**config.mk**
```make
export PLATFORM = sky130hd
export DESIGN_NAME = vga_text_render_flat
export DESIGN_NICKNAME = d
export VERILOG_FILES = /design/src/rtl/vga_text_render_if.sv /design/src/rtl/vga_text_render.sv /design/src/flat_wrapper.sv
export SDC_FILE = /design/constraint.sdc
export NUM_CORES = 1
export LEC_CHECK = 0
export CORE_MARGIN = 1
export CORE_UTILIZATION = 45
export DETAILED_ROUTE_END_ITERATION = 7
export GPL_TIMING_DRIVEN = 0
export HOLD_SLACK_MARGIN = 0.05
export PLACE_DENSITY_LB_ADDON = 0.1
export SYNTH_ARGS = -nofsm -noshare
export SYNTH_HDL_FRONTEND = slang
export SYNTH_SLANG_ARGS = --single-unit
```
**constraint.sdc**
```tcl
create_clock -name clk -period 3.1 [get_ports clk]
set_input_delay 0.465 -clock clk [delete_from_list [all_inputs] [get_ports clk]]
set_output_delay 0.465 -clock clk [all_outputs]
set_load 0.1 [all_outputs]
```
**src/rtl/vga_text_render_if.sv**
```systemverilog
// vga_text_render_if: text RAM and font ROM read bus between the renderer and its memories
interface vga_text_render_if;
  logic [11:0] tram_addr;
  logic [15:0] tram_data;
  logic [11:0] font_addr;
  logic [7:0]  font_data;
  modport master(output tram_addr, font_addr, input tram_data, font_data);
  modport slave(input tram_addr, font_addr, output tram_data, font_data);
endinterface

```
**src/rtl/vga_text_render.sv**
```systemverilog
// vga_text_render: 80x30 text-mode pixel pipeline with blinking underline cursor, 5-cycle latency
module vga_text_render #(
  parameter int COLS       = 80,
  parameter int BLINK_BITS = 5
) (
  input  logic                    clk,
  input  logic                    rst,
  input  logic [8:0]              row,
  input  logic [9:0]              col,
  input  logic                    active,
  input  logic                    hsync_in,
  input  logic                    vsync_in,
  input  logic [6:0]              cursor_x,
  input  logic [4:0]              cursor_y,
  input  logic                    cursor_en,
  vga_text_render_if.master       mem,
  output logic [11:0]             rgb,
  output logic                    hsync_out,
  output logic                    vsync_out
);
  logic [3:0]       act_d, hs_d, vs_d, cur_d;
  logic [3:0][2:0]  col_d;
  logic [1:0][3:0]  row_d;
  logic [7:0]       attr_d2, attr_d3;
  logic [BLINK_BITS-1:0] blink;
  logic             vs_q;
  logic             hit, pix;
  logic [11:0]      cell_addr;
  logic [3:0]       irgb;

  function automatic logic [11:0] expand(input logic [3:0] c);
    logic [3:0] hi, lo;
    hi = c[3] ? 4'hF : 4'hA;
    lo = c[3] ? 4'h5 : 4'h0;
    return {c[2] ? hi : lo, c[1] ? hi : lo, c[0] ? hi : lo};
  endfunction

  always_comb begin
    cell_addr = 12'(row[8:4]) * 12'(COLS) + 12'(col[9:3]);
    hit = active & cursor_en & blink[BLINK_BITS-1] & (row[8:4] == cursor_y) &
          (col[9:3] == cursor_x) & (row[3:1] == 3'b111);
    pix = mem.font_data[3'd7 - col_d[3]] | cur_d[3];
    irgb = pix ? attr_d3[3:0] : attr_d3[7:4];
  end

  // Attributes need a second stage so they line up with font_data at E4.
  always_ff @(posedge clk or posedge rst) begin
    if (rst) begin
      mem.tram_addr <= '0;
      mem.font_addr <= '0;
      act_d         <= '0;
      hs_d          <= '0;
      vs_d          <= '0;
      cur_d         <= '0;
      col_d         <= '0;
      row_d         <= '0;
      attr_d2       <= '0;
      attr_d3       <= '0;
      rgb           <= '0;
      hsync_out     <= 1'b0;
      vsync_out     <= 1'b0;
      vs_q          <= 1'b0;
      blink         <= '0;
    end else begin
      mem.tram_addr <= active ? cell_addr : '0;
      act_d         <= {act_d[2:0], active};
      hs_d          <= {hs_d[2:0], hsync_in};
      vs_d          <= {vs_d[2:0], vsync_in};
      cur_d         <= {cur_d[2:0], hit};
      col_d         <= {col_d[2:0], col[2:0]};
      row_d         <= {row_d[0], row[3:0]};
      mem.font_addr <= {mem.tram_data[7:0], row_d[1]};
      attr_d2       <= mem.tram_data[15:8];
      attr_d3       <= attr_d2;
      rgb           <= act_d[3] ? expand(irgb) : '0;
      hsync_out     <= hs_d[3];
      vsync_out     <= vs_d[3];
      vs_q          <= vsync_in;
      if (vsync_in & ~vs_q) blink <= blink + 1'b1;
    end
  end
endmodule

```
**src/flat_wrapper.sv**
```systemverilog
// flat-port wrapper written by rule: the top's interface ports become plain ports
module vga_text_render_flat 
#(
  parameter int COLS       = 80,
  parameter int BLINK_BITS = 5
)
  (clk, rst, row, col, active, hsync_in, vsync_in, cursor_x, cursor_y, cursor_en, rgb, hsync_out, vsync_out, mem_tram_addr, mem_font_addr, mem_tram_data, mem_font_data);
  vga_text_render_if mem_i ();
  input  logic clk;
  input  logic rst;
  input  logic [8:0] row;
  input  logic [9:0] col;
  input  logic active;
  input  logic hsync_in;
  input  logic vsync_in;
  input  logic [6:0] cursor_x;
  input  logic [4:0] cursor_y;
  input  logic cursor_en;
  output logic [11:0] rgb;
  output logic hsync_out;
  output logic vsync_out;
  output wire logic [$bits(mem_i.tram_addr)-1:0] mem_tram_addr;
  output wire logic [$bits(mem_i.font_addr)-1:0] mem_font_addr;
  input wire logic [$bits(mem_i.tram_data)-1:0] mem_tram_data;
  input wire logic [$bits(mem_i.font_data)-1:0] mem_font_data;
  assign mem_tram_addr = mem_i.tram_addr;
  assign mem_font_addr = mem_i.font_addr;
  assign mem_i.tram_data = mem_tram_data;
  assign mem_i.font_data = mem_font_data;
  vga_text_render #(.COLS(COLS), .BLINK_BITS(BLINK_BITS)) u_core (.clk(clk), .rst(rst), .row(row), .col(col), .active(active), .hsync_in(hsync_in), .vsync_in(vsync_in), .cursor_x(cursor_x), .cursor_y(cursor_y), .cursor_en(cursor_en), .mem(mem_i), .rgb(rgb), .hsync_out(hsync_out), .vsync_out(vsync_out));
endmodule
```
# == Word level (Yosys, flattened, before mapping) ==
# Index checks and enable logic that the tools add are counted.
# Widths: inputs -> output; s select.
# op_classes
mux,10
reduce_logical,0
magnitude_cmp,1
bitwise_logic,8
n_shift,0
addsub,3
div,0
n_mul,1
eq_ne,3
# ops
cell,n
$mux 12,2
$mux 4,4
$add 12x7->12,1
$mul 5x3->8 const B,1
$eq 7x7->1,1
$and 1x1->1,6
$mux 3,2
$add 5x1->5 const B,1
$eq 5x5->1,1
$lt 3x4->1 const B,1
$bmux 1 s3,1
$eq 3x3->1 const B,1
$sub 3x3->3 const A,1
$mux 1,1
$not 1->1,1
$or 1x1->1,1
# word_totals
ram_bits,0
elab_cells,45
out_inout_bits,38
latch_bits,0
mem_count,0
ff_bits,96
mem_bits_ro,0

# == Longest topological paths before layout ==
# Gate-level depths: netlist of the first run.
# depth
ltp_word,8
mapped_depth,8
depth_no_buf,8

# == Worst setup path after synthesis of the first run ==
# OpenSTA, ideal clock, no wires.
# synth_path
path_type,in2reg
start,input row[5]
end,register u_core.mem.tram_addr[10]
stages,7
t_arrival_ns,1.878
setup_slack_ns,1.092
setup_time_ns,0.130
path_cell_list,ha_1 > ha_1 > inv_1 > fa_1 > nand2b_1 > o31ai_1 > mux2i_1
# synth_between
elab_chain_len,3
# synth_lines
element,line_no,text
from (decl),flat_wrapper.sv:11,input logic [8:0] row;
$mul 5x3->8,vga_text_render.sv:39,cell_addr = 12'(row[8:4]) * 12'(COLS) + 12'(col[9:3]);
$add 12x7->12,vga_text_render.sv:39,
$mux 12,vga_text_render.sv:65,mem.tram_addr <= active ? cell_addr : '0;
to (signal assigned),vga_text_render.sv:65,
to (decl),vga_text_render_if.sv:7,"modport master(output tram_addr, font_addr, input tram_data, font_data);"
# No other way between the ends.
# A chain may end at the register's enable or synchronous reset.

==> results of run 1 <==
-- placed cells by master, fill, tap and decap left out, types with 4 or more instances in the layout --
cell type,instances
inv_1,7
mux2i_1,9
xnor2_1,17
dfrtp_1,87
nand2_1,9
ha_1,10
buf_4,9
clkbuf_8,9
nor2b_1,4
nand4_1,5
nor2_1,5
and2_1,5
clkdlybuf4s50_1,98
-- state kept, by name (all words and copies together) (netlist names) --
name                  cells
u_core.col_d             12
u_core.attr_d3            8
u_core.vsync_out          1
u_core.mem.tram_addr     12
u_core.cur_d              4
u_core.attr_d2            8
u_core.rgb                4
u_core.mem.font_addr     12
u_core.hs_d               4
u_core.hsync_out          1
u_core.vs_d               4
u_core.act_d              4
u_core.blink              5
u_core.row_d              8
-- critical path, delay by kind of cell (launching register included) --
family	cells	cell delay [ps]
buf+inv	2	1250
flops	1	430
-- through the flow --
step	utilization [%]	total power [W]	TNS (ps)	worst slack [ps]
after floorplan	-	0.001768	0	384.8
after global placement	63.98	0.001961	-63880	-740.2
after detailed placement	64.45	0.001977	0	417.8
after CTS	67.58	0.002766	0	571.8
after global routing	67.58	0.002861	0	530.9
final	67.58	0.002731	0	611.8
-- path summary, 6_finish.rpt --
| kind | endpoint | slack [ps] | cells past startpoint |
|---|---|---|---|
| setup / recovery | rgb[8] | 610 | 2 |
| min in group asynchronous | u_core.mem.font_addr[0]$_DFF_PP0_ | 370 | 2 |
| hold reg to reg | u_core.col_d[3]$_DFF_PP0_ | 350 | 0 |
| hold / removal | u_core.col_d[3]$_DFF_PP0_ | 350 | 0 |
| max in group asynchronous | u_core.mem.tram_addr[10]$_DFF_PP0_ | 2150 | 3 |
| setup reg to reg | u_core.rgb[7]$_DFF_PP0_ | 1520 | 6 |
-- power by group through the flow --
stage,sequential [W],clock (W),combinational [W]
CTS,0.00128,0.000810,0.000681
detailed placement,0.00130,0,0.000680
global placement,0.00129,0,0.000667
finish,0.00128,0.000783,0.000673
global route,0.00129,0.000857,0.000717
floorplan,0.00151,0,0.000257
-- area by class of cell --
type	count	area, um^2	area share, %
tap	77	96.34	2.220
sequential	87	2177	50.16
buffer	12	86.33	1.989
clock inverter	7	77.57	1.787
inverter	8	32.53	0.7495
clock buffer	9	123.9	2.854
multi-input combinational	91	738.2	17.01
timing repair buffer	99	1008	23.23
-- routing by layer --
metal | GRT usage [%] | vias up
met4 | 9.404 | 0
met1 | 17.90 | 835
met5 | 0 | -
li1 | - | 860
met2 | 26.01 | 75
met3 | 4.154 | 10
-- cells by family after synthesis --
family,after synthesis,synth area share [%]
and+or+nand+nor,37,6.768
buffers and inverters,20,3.838
xor gates and xnor gates,20,5.778
DFF,87,71.81
AOI/OAI and AO/OA,11,2.270
muxes,11,4.086
adders and majority gates,12,5.448
==> flow_metrics.tcl, run 1 <==
set metrics [dict create \
    r2r_start "u_core.col_d[11]$_DFF_PP0_" \
    cts_hold_buf 0 \
    crit_chain "buf_4 -> clkdlybuf4s50_1" \
    worstSkewPairLatency_ps 350 \
    first_iter_violations 68 \
    grt_max_degree 76 \
    dp_hpwl_um 3585 \
    highest_layer "met4" \
    wl_met2_um 2355 \
    syn_avg_cell_area_um2 15.31 \
    stdcell_count 390 \
    fill_cells 467 \
    area_delta_synth_final_pct 43.17 \
    clock_path_buffers 2 \
    rsz0062_at_grt "false" \
    routed-wl-met3_um 407 \
    synth_top_area_share_pct 71.81 \
    p_per_area_nw_per_um2 629.2 \
    startpoint "u_core.rgb[10]$_DFF_PP0_" \
    synthesis.area_um2 3032 \
    synth_cell_type_count 32 \
    seq_power_share_pct 46.7 \
    dp.cells 374 \
    drive_gt1_share_pct 9.904 \
    numCtsBuffers 9 \
    synth_edf_count 0 \
    critical_path.max_fanout 6 \
    port_buffers 98 \
    met1_length_um 1875 \
    synthArstFlopShare_pct 100.0 \
    intPower_w 0.001853 \
    clock-sinks 87 \
    synth.net_count 271 \
    path_clk_slew_ps 80 \
    synth_common_cells "87 x dfrtp_1, 17 x xnor2_1, 10 x ha_1" \
    fin_nets 381 \
    routedWlPerCell_um 12.21 \
    antenna_cells 0 \
    ant_nets 0 \
    finalHoldViolCount 0 \
    final-setup-viol-count 0 \
    yosys_warnings 0 \
    slew_headroom_pct 34.21 \
    critPathLaunchType "flop" \
    drv_cap 0 \
    cp_slowest_cell "clkdlybuf4s50_1" \
    fin_area_um2 4340 \
    antenna_found_initial 0 \
    die_area_um2 7069 \
    routed_wl_um 4761 \
    drv_slew 0 \
    grt-ovfl-total 0 \
    worstMarginPinSlew_ps 983.8 \
    firstDrtPassIters 6 \
    grt_pass1_vias 1858 \
    netSwitchingPower_w 0.0008781 \
    post_cts_resized 0 \
    initial_core_util_pct 47.20 \
    placed_cell_area_um2 4139 \
    cts-root-buf "clkbuf_8" \
    synth_top_cells_by_area "dfrtp_1 72%, xnor2_1 4.9%, ha_1 4.1%" \
    grtUsageTotal_pct 15.55 \
    min_period_over_period_pct 80.26 \
    yosysTopAreaCell "dfrtp_1" \
    synthCells 198 \
    yosysMostFrequentCell "dfrtp_1" \
    route.detailed.drc 22 \
    cp.required_ps 2630 \
    p_leak_nw 1.939 \
    drt-vias-per-instance 4.564 \
    p_sw_share_pct 32.15 \
    holdCritStartpoint "u_core.col_d[0]$_DFF_PP0_" \
    crit_type "flop to output port" \
    hold_path_class "flop to flop" \
    grt_pass1_wl_um 8224 \
    ys_ff_latch 87 \
    fin_crit_ps 2488 \
    num_io_pins 99 \
    p_clk_share_pct 28.7 \
    hold_ws_ps 348.2 \
    fmax_mhz 401.9 \
    synth-seq-area-share_pct 71.81 \
    cts_tree "done" \
    cts-htree-levels 3 \
    crit_path_max_incr_delay_ps 1120 \
    post-cts-setup-buffers 0 \
    worstPathArrival_ps 2020 \
    synth-main-ff-cell "dfrtp_1" \
    clock_skew_ps 9.112 \
    ir_drop_mv 0.3118 \
    gp_congestion 0.7765 \
    rows 29 \
    worstSetupEndpointType "output port" \
    die_w_um 84.08 \
    power_frac_comb_pct 24.6 \
    vias 1780 \
    coreArea_um2 6422 \
    outcome "complete, but fails checks" \
    die_y_um 84.08 \
    violations "DRC" \
]
Power figures use the tool's default switching activity.
==> inputs of run 2 (changes only) <==
Clock period 3.1 ns to 2.6 ns, I/O delays scaled along.
==> run 2 against run 1 <==
Net effect:
- the flow still finishes with violations (DRC)
- final cell count unchanged
- sequential share of layout area decreased by 0.33 points
- flip-flop and latch count unchanged
==> flow_metrics.tcl, run 2 (synthesis gave the netlist of run 1 again) <==
set metrics [dict create \
    outcome "complete, but fails checks" \
    violations "DRC" \
    r2r_start "u_core.col_d[11]$_DFF_PP0_" \
    power_w 0.003370 \
    ant_nets 0 \
    hold_depth 0 \
    vias 1773 \
    first_iter_violations 86 \
    die_area_um2 7069 \
    cts-htree-levels 3 \
    dpl_worst_slack_ps -40.91 \
    gp_congestion 0.7651 \
    fin_ws_ps 191.8 \
    numCtsBuffers 9 \
    critPathLaunchType "flop" \
    area_delta_synth_final_pct 44.12 \
    path_clk_slew_ps 80 \
    drv_cap 0 \
    worstPathArrival_ps 2020 \
    num_io_pins 99 \
    top_usage_layer "met2" \
    min_to "u_core.col_d[3]$_DFF_PP0_" \
    grt_util_met1_pct 17.47 \
    critical_path.max_fanout 6 \
    die_y_um 84.08 \
    layout_commonest_cell "clkdlybuf4s50_1" \
    reg2reg_slack_ps 1020 \
    hold_ws_ps 351.3 \
    slew_headroom_pct 34.26 \
    route.detailed.drc 20 \
    fmax_mhz 415.2 \
    grt_pass1_vias 1886 \
    final-setup-viol-count 0 \
    drive_gt1_share_pct 9.904 \
    finalHoldViolCount 0 \
    coreArea_um2 6422 \
    ir_drop_mv 0.3083 \
    drt-vias-per-instance 4.546 \
    min_period_over_period_pct 92.62 \
    cp.required_ps 2210 \
    drv_slew 0 \
    worst_r2r_endpoint "u_core.rgb[9]$_DFF_PP0_" \
    firstDrtPassIters 6 \
    fin_crit_ps 2408 \
    clock-sinks 87 \
    fin_setup_tns_ps 0 \
    p_per_area_nw_per_um2 771.4 \
    grt_max_degree 47 \
    final_cell_mix "98 x clkdlybuf4s50_1, 87 x dfrtp_1, 17 x xnor2_1" \
    grtUsageTotal_pct 16.00 \
    grt-ovfl-total 0 \
    clock_path_buffers 2 \
    clock_skew_ps 5.102 \
    cts-root-buf "clkbuf_8" \
    antenna_cells 0 \
    cts_hold_buf 0 \
    port_buffers 98 \
    use_met3_pct 5.143 \
    rsz0062_at_grt "false" \
    cts_tree "done" \
    routed_wl_um 4808 \
    reg2regPathDepth 6 \
    worstMarginPinSlew_ps 983.0 \
    fin_nets 381 \
    post-cts-setup-buffers 0 \
    crit_type "flop to output port" \
    worstSkewPairLatency_ps 340 \
    largestRegisters "u_core.col_d: 12 flops, u_core.mem.font_addr: 12 flops, u_core.mem.tram_addr: 12 flops" \
    grt_pass1_wl_um 8487 \
    holdCritStartpoint "u_core.col_d[0]$_DFF_PP0_" \
    antenna_found_initial 0 \
    rows 29 \
    post_cts_resized 0 \
    dp_hpwl_um 3605 \
    grt_use_met2_pct 27.72 \
    routedWlPerCell_um 12.33 \
    initial_core_util_pct 47.20 \
    p_leak_nw 1.940 \
    hold_path_class "flop to flop" \
    die_w_um 84.08 \
    worstSetupEndpointType "output port" \
]
==> run 2: cell count changes in the layout (fill, tap and decap cells not counted), sizes merged <==
cell and delta:
bufinv +1, clkinv -1, clkinvlp +2, inv -2
==> run 2: how the worst max path moves through the flow <==
stage | start | end | slack, ps | cells past startpoint
CTS | u_core.rgb[10]$_DFF_PP0_ | rgb[10] | 150 | 2
global placement | row[5] | u_core.mem.tram_addr[11]$_DFF_PP0_ | -5 | 9
floorplan | row[5] | u_core.mem.tram_addr[10]$_DFF_PP0_ | 670 | 7
detailed placement | row[5] | u_core.mem.tram_addr[11]$_DFF_PP0_ | -40 | 9
global route | u_core.rgb[10]$_DFF_PP0_ | rgb[10] | 100 | 2
finish | u_core.rgb[10]$_DFF_PP0_ | rgb[10] | 190 | 2
==> run 2: worst max-delay path, stage by stage, from the launching register on <==
cell             delay, ps
dfrtp_1                430
buf_4                  130
clkdlybuf4s50_1       1120
==> run 2: final cells by class <==
type	instances	area, um^2
flip-flops and latches	87	2177
repair buffers	99	1001
clock buffers	9	123.9
plain buffers	12	86.33
fillers	446	2053
well taps	77	96.34
clock inverters	7	112.6
multi-input cells	91	738.2
inverters	8	33.78
==> run 2: layer usage <==
layer  wire length, um  part of all wire, %  vias to the layer above
met3               367                  7.6                        4
met4                61                  1.3                        0
met2              2432                   51                       75
met1              1947                   40                      838
li1                  -                    -                      856
met5                 0                    0                        -
==> run 2: per-stage QoR <==
stage	std cells	utilization (%)	instance area (um^2)
floorplan	198	-	3035
global placement	373	64.04	4113
detailed placement	374	64.35	4133
CTS	390	68.03	4369
global route	390	68.03	4369
finish	390	68.03	4369
==> run 2: where the power goes <==
group / internal, W / leakage [nW] / total, W / switching, W
clock: 0.000562 / 0.115 / 0.00105 / 0.000485
combinational: 0.000286 / 0.780 / 0.000802 / 0.000516
sequential: 0.00146 / 1.05 / 0.00152 / 0.0000566
total: 0.00231 / 1.94 / 0.00337 / 0.00106
